<file path="src/rtl/fib_gray_descrambler_if.sv">
// Valid/ready stream bundle between the scrambler link and the payload consumer.
// The master side drives words in and accepts results; the slave side is the descrambler.
interface fib_gray_descrambler_if #(
    parameter int WIDTH = 16
);
    logic             in_valid;
    logic             in_ready;
    logic [WIDTH-1:0] in_data;
    logic             in_resync;
    logic             out_valid;
    logic             out_ready;
    logic [WIDTH-1:0] out_data;

    modport master (
        output in_valid, in_data, in_resync, out_ready,
        input  in_ready, out_valid, out_data
    );

    modport slave (
        input  in_valid, in_data, in_resync, out_ready,
        output in_ready, out_valid, out_data
    );
endinterface

</file>
<file path="src/rtl/fib_gray_descrambler.sv">
// Strips a Fibonacci keystream from each scrambled word, then converts the LSB-anchored
// Gray result back to binary through a two-stage pipeline with full backpressure.
module fib_gray_descrambler #(
    parameter int               WIDTH = 16,
    parameter logic [WIDTH-1:0] SEED0 = 16'h0000,
    parameter logic [WIDTH-1:0] SEED1 = 16'h0001
) (
    input  logic                          clk,
    input  logic                          rst_n,
    fib_gray_descrambler_if.slave         bus,
    output logic [15:0]                   word_count
);

    logic [WIDTH-1:0] key_a;
    logic [WIDTH-1:0] key_b;
    logic             s1_valid;
    logic [WIDTH-1:0] s1_data;
    logic             s2_valid;
    logic [WIDTH-1:0] s2_data;

    logic s2_load;
    logic s1_move;
    logic accept;

    function automatic logic [WIDTH-1:0] gray_to_bin(input logic [WIDTH-1:0] g);
        logic [WIDTH-1:0] b;
        b[0] = g[0];
        for (int i = 1; i < WIDTH; i++) begin
            b[i] = g[i] ^ b[i-1];
        end
        return b;
    endfunction

    // Ready chains back combinationally from out_ready; there is no skid buffer.
    assign s2_load = !s2_valid || bus.out_ready;
    assign s1_move = s1_valid && s2_load;
    assign bus.in_ready = !s1_valid || s1_move;
    assign accept = bus.in_valid && bus.in_ready;

    assign bus.out_valid = s2_valid;
    assign bus.out_data  = s2_data;

    // NOTE: state registers use non-blocking assignments so every flop samples pre-edge values.
    always_ff @(posedge clk or negedge rst_n) begin
        if (!rst_n) begin
            key_a      <= SEED0;
            key_b      <= SEED1;
            word_count <= '0;
        end else begin
            if (bus.in_resync) begin
                key_a <= SEED0;
                key_b <= SEED1;
            end else if (accept) begin
                key_a <= key_b;
                key_b <= key_a + key_b;
            end
            if (accept) begin
                word_count <= word_count + 16'd1;
            end
        end
    end

    always_ff @(posedge clk or negedge rst_n) begin
        if (!rst_n) begin
            s1_valid <= 1'b0;
            s1_data  <= '0;
            s2_valid <= 1'b0;
            s2_data  <= '0;
        end else begin
            if (accept) begin
                s1_valid <= 1'b1;
                s1_data  <= bus.in_data ^ key_a;
            end else if (s1_move) begin
                s1_valid <= 1'b0;
            end

            if (s2_load) begin
                s2_valid <= s1_valid;
                if (s1_valid) begin
                    s2_data <= gray_to_bin(s1_data);
                end
            end
        end
    end

endmodule

</file>
<file path="src/flat_wrapper.sv">
// flat-port wrapper written by rule: the top's interface ports become plain ports
module fib_gray_descrambler_flat 
#(
    parameter int               WIDTH = 16,
    parameter logic [WIDTH-1:0] SEED0 = 16'h0000,
    parameter logic [WIDTH-1:0] SEED1 = 16'h0001
)
  (clk, rst_n, word_count, bus_in_valid, bus_in_data, bus_in_resync, bus_out_ready, bus_in_ready, bus_out_valid, bus_out_data);
  fib_gray_descrambler_if #(.WIDTH(WIDTH)) bus_i ();
  input  logic clk;
  input  logic rst_n;
  output logic [15:0] word_count;
  input wire logic [$bits(bus_i.in_valid)-1:0] bus_in_valid;
  input wire logic [$bits(bus_i.in_data)-1:0] bus_in_data;
  input wire logic [$bits(bus_i.in_resync)-1:0] bus_in_resync;
  input wire logic [$bits(bus_i.out_ready)-1:0] bus_out_ready;
  output wire logic [$bits(bus_i.in_ready)-1:0] bus_in_ready;
  output wire logic [$bits(bus_i.out_valid)-1:0] bus_out_valid;
  output wire logic [$bits(bus_i.out_data)-1:0] bus_out_data;
  assign bus_i.in_valid = bus_in_valid;
  assign bus_i.in_data = bus_in_data;
  assign bus_i.in_resync = bus_in_resync;
  assign bus_i.out_ready = bus_out_ready;
  assign bus_in_ready = bus_i.in_ready;
  assign bus_out_valid = bus_i.out_valid;
  assign bus_out_data = bus_i.out_data;
  fib_gray_descrambler #(.WIDTH(WIDTH), .SEED0(SEED0), .SEED1(SEED1)) u_core (.clk(clk), .rst_n(rst_n), .bus(bus_i), .word_count(word_count));
endmodule
</file>
<file path="config.mk">
export PLATFORM = sky130hd
export DESIGN_NAME = fib_gray_descrambler_flat
export DESIGN_NICKNAME = d
export VERILOG_FILES = /design/src/rtl/fib_gray_descrambler_if.sv /design/src/rtl/fib_gray_descrambler.sv /design/src/flat_wrapper.sv
export SDC_FILE = /design/constraint.sdc
export NUM_CORES = 1
export LEC_CHECK = 0
export ABC_CLOCK_PERIOD_IN_PS = 3600
export BUFFER_PORTS_ARGS = -buffer_cell sky130_fd_sc_hd__buf_2
export CAP_MARGIN = 5
export CORE_MARGIN = 2
export CORE_UTILIZATION = 29
export DETAILED_ROUTE_END_ITERATION = 10
export PLACE_DENSITY = 0.43
export RECOVER_POWER = 25
export SLEW_MARGIN = 15
export SYNTH_ARGS = -nofsm -noshare
export SYNTH_HDL_FRONTEND = slang
export SYNTH_SLANG_ARGS = --single-unit
</file>
<file path="constraint.sdc">
create_clock -name clk -period 3.6 [get_ports clk]
set_clock_uncertainty 0.05 [all_clocks]
set_input_delay 0.54 -clock clk [delete_from_list [all_inputs] [get_ports clk]]
set_output_delay 0.54 -clock clk [all_outputs]
set_load 0.02 [all_outputs]
</file>
After elaboration in Yosys (flattened, before gate mapping):

Cells that the tools add are included.

* register bits: 82
* output and inout bits: 34
* logic and storage cells: 40

* add/sub/neg operators: 2
* mux-type cells: 6
* bitwise gates (word level): 16
* reductions and logical operators: 9

Operators by type and width (count)
* $mux 16: 4
* $add 16x1->16 const B: 1
* $add 16x16->16: 1
* $xor 16x16->16: 1
* $xor 1x1->1: 15
* $reduce_bool 2->1: 2
* $logic_and 1x1->1: 2
* $logic_not 1->1: 2
* $logic_or 1x1->1: 2
* $mux 1: 2
* $reduce_and 2->1: 1

Depth between registers and ports, before layout:

* depth after elaboration: 15
* depth in mapped cells: 12
* gate-level depth less buffers: 12

Worst setup path before layout:

No wires, ideal clock.

* kind: reg-to-reg
* from: register u_core.s1_data[0]
* to: register u_core.s2_data[15], in the netlist u_core.bus.out_data[15]
* library setup time: 0.132 ns
* arrival time: 2.749 ns
* path slack: 0.669 ns
* cell stages (with the launch flop): 11
* period minus slack after synthesis: 2.931 ns
* path through: dfrtp_1 -> xnor2_2 -> xnor2_2 -> xor3_2 -> xnor3_2 -> xor3_1 -> xor2_1 -> xor2_1 -> xnor2_1 -> xor2_1 -> o21ai_1

* cells in the longest elaborated chain, start to end: 15

Ends and longest elaborated chain
* start, declared: line fib_gray_descrambler.sv:17 `logic [WIDTH-1:0] s1_data;`
* start signal, assigned: line fib_gray_descrambler.sv:72 `s1_data <= bus.in_data ^ key_a;`
* $xor 1x1->1 (15 in series): line fib_gray_descrambler.sv:29 `b[i] = g[i] ^ b[i-1];`
* end signal, assigned: line fib_gray_descrambler.sv:80 `s2_data <= gray_to_bin(s1_data);`
* end, declared: line fib_gray_descrambler.sv:19 `logic [WIDTH-1:0] s2_data;`

Every way passes these cells.
A chain may end at the register's enable or synchronous reset.

Final worst setup path:

Ends and elaborated chain as after synthesis.

==> results.yml <==
outcome:
  status: "complete, but fails checks"
  violations: "capacitance limit, slew limit"
final_layout:
  num-nets-final: 500
  fillers: 1430
  drive_gt1_share_pct: 17.99
  final_common_cell: "nand2_1"
  areaGrowthSynthToFinish_pct: 19.58
  antenna_cells: 0
  stdcell_area_um2: 4852
  mostFrequentLayoutCells: "nand2_1 (93), dfrtp_1 (81), buf_2 (53)"
  layout.cells.non_filler: 647
routing:
  routed-wl-met2_um: 3847
  firstDrtPassIters: 4
  via_per_inst: 4.473
  dr_total_vias: 2894
  top_layer_used: "met4"
  wl_um: 8557
  drtIter0Drc: 162
  wirelength_met1_um: 4285
  wl_met3_um: 247
  avgRoutedWirePerCell_um: 13.23
  drcViolationCount: 0
  antenna_left: 0
setup_path:
  cp_common_cell: "xor2_1"
  crit_fanout: 4
  worstSetupPathType: "reg2reg"
  crit_arrival_ns: 3.28
  cp-end-kind: "register"
  path_buf_inv: 0
  cp_slowest_cell: "xnor3_2"
  critPathLaunchType: "register"
  cp_cell_sequence: "xnor2_2 -> xnor2_2 -> xor3_2 -> xnor3_2 -> xor3_1 -> xor2_1 -> xor2_1 -> xnor2_1 -> xor2_1 -> o21ai_1"
  slowest_delay_ns: 0.45
  crit_family: "XOR/XNOR gates"
  required_ns: 3.74
timing:
  hold_viol_final: 0
  whs_ns: 0.3801
  slew_viol_final: 38
  finalCriticalPeriod_ns: 3.142
  tightest_slew_ns: 2.052
  rsz0062_at_grt: "no"
  finalSetupTns_ns: 0
  finalCritPeriodShare_pct: 87.29
  slew_headroom_pct: -36.78
  setup_viol: 0
  fmax_mhz: 318.2
clock_tree:
  htreeDepth: 3
  numCtsBuffers: 9
  post-cts-setup-buffer-count: 0
  clk_pin_slew_ns: 0.07
  clock-sinks: 82
  clk_latency_ns: 0.34
  cts_resized: 0
  cts_tree: "built"
  cts_max_path_buffers: 2
  cts-root-buf: "clkbuf_16"
global_routing:
  grt_pass1_wl_um: 14320
  grt_max_degree: 42
  grt.overflow.total: 0
  grt_pass1_vias: 2840
  gr-usage-all-layers_pct: 12.38
  antenna_found_initial: 0
yosys:
  synth.avg_cell_area_um2: 9.970
  yosys.area.top_type: "dfrtp_1"
  yosysSeqAreaShare_pct: 50.60
  ys_seq_elements: 82
  yosys_warnings: 0
  synth_edf_count: 0
  synth_fp_nets: 445
  ys_types: 36
  syn-cell-area_um2: 4058
  synthArstFlopShare_pct: 100.0
  synth-main-ff-cell: "dfrtp_1"
  synth.top_cells.by_area: "dfrtp_1 (50%), xnor2_1 (9.7%), nand2_1 (8.6%)"
  synth_top_area_share_pct: 49.95
  syn_inst: 407
pwr:
  vdd_drop_max_mv: 0.2366
  powerDensity_nw_per_um2: 624.0
  leakagePower_nw: 2.214
die:
  core.rowCount: 43
  fp.dieArea_um2: 14950
  core_um2: 13770
  die_h_um: 122.3
  io_pins: 55
  start_util_pct: 29.46
  die_width_um: 122.3
place:
  hpwl_um: 5982
  io_buffers: 54
  dpl.cell_count: 630
  gp_congestion: 0.7231
  place_area_um2: 4536
min_path:
  hold_class: "in2reg"
run:
  cap_violations: 1
path summary, 6_finish.rpt:
| kind | startpoint | to | slack, ns | depth (start not counted) |
|---|---|---|---|---|
| setup / recovery | u_core.s1_data[0]$_DFFE_PN0P_ | u_core.bus.out_data[15]$_DFFE_PN0P_ | 0.46 | 10 |
| hold / removal | bus_in_valid | u_core.s1_valid$_DFFE_PN0P_ | 0.38 | 2 |
| setup reg to reg | u_core.s1_data[0]$_DFFE_PN0P_ | u_core.bus.out_data[15]$_DFFE_PN0P_ | 0.46 | 10 |
| hold reg to reg | u_core.bus.out_data[7]$_DFFE_PN0P_ | u_core.bus.out_data[7]$_DFFE_PN0P_ | 0.43 | 2 |
| max in group asynchronous | rst_n | u_core.key_a[10]$_DFFE_PN0P_ | 0.75 | 3 |
| min in group asynchronous | rst_n | u_core.bus.out_data[10]$_DFFE_PN0P_ | 0.54 | 2 |
sequential cells by signal, summed over array words and instances, names as in the netlist:
| register | cells |
|---|---|
| u_core.s1_data | 16 |
| u_core.bus.out_data | 16 |
| u_core.key_b | 16 |
| u_core.s1_valid | 1 |
| u_core.bus.out_valid | 1 |
| u_core.word_count | 16 |
| u_core.key_a | 16 |
final cells by class:
type                       count  area [um^2]  share of cell area (%)
sequential                    82         2053                   42.32
multi-input combinational    303         1922                   39.61
timing repair buffer          60        310.3                   6.395
clock buffer                  10        229.0                   4.719
tap                          180        225.2                   4.642
clock inverter                 6        90.09                   1.857
inverter                       6        22.52                  0.4642
cell usage after synthesis (2+ instances only):
cell type and instances:
nand2b_1 4, xor2_1 9, buf_1 3, nand4_1 5, a21oi_1 38, a211oi_1 2, nor3_1 2, xnor2_2 2
inv_1 6, and3_1 5, ha_1 16, a21o_1 5, o21ai_0 29, a31oi_1 3, nand3_1 12, mux2_2 6
nand3b_1 2, dfrtp_1 81, nor2_1 8, xnor2_1 45, nand2_1 93, o21bai_1 4, clkbuf_1 13, o311ai_0 2
power breakdown:
part           internal, W  switching (W)
Clock             0.000611       0.000390
Sequential         0.00107       0.000106
Combinational     0.000373       0.000474
Total              0.00206       0.000970
metal layers:
| metal | vias to the layer above | track usage, % |
|---|---|---|
| met1 | 1362 | 16.87 |
| met4 | 0 | 6.034 |
| met3 | 11 | 2.323 |
| li1 | 1486 | - |
| met5 | - | 0 |
| met2 | 35 | 18.92 |
through the flow:
stage / utilization, % / setup slack, ns / power [W]
5_1_grt: 35.23 / 0.2015 / 0.003223
2_1_floorplan: - / 0.6692 / 0.001807
3_3_place_gp: 32.93 / 0.5046 / 0.002052
4_1_cts: 35.32 / 0.4234 / 0.003077
3_5_place_dp: 32.93 / 0.4413 / 0.002065
6_report: 35.23 / 0.4576 / 0.003028
what timing repair did:
item / 4_1_cts / 5_1_grt
hold buffers: 1 / 0
endpoints found under the setup margin: 0 / 0
hold endpoints to repair: 4 / 0
cell families after synthesis:
group                    count (synthesis)  synth area share (%)
AND/OR/NAND/NOR                        135                 14.31
AO/OA/AOI/OAI                           86                 11.72
flip-flops                              82                 50.60
XOR/XNOR                                59                 14.25
buffers and inverters                   22                 2.035
adder cells (fa/ha/maj)                 17                 5.427
multiplexers                             6                 1.665
No activity file was read; power rests on OpenSTA's default activity.
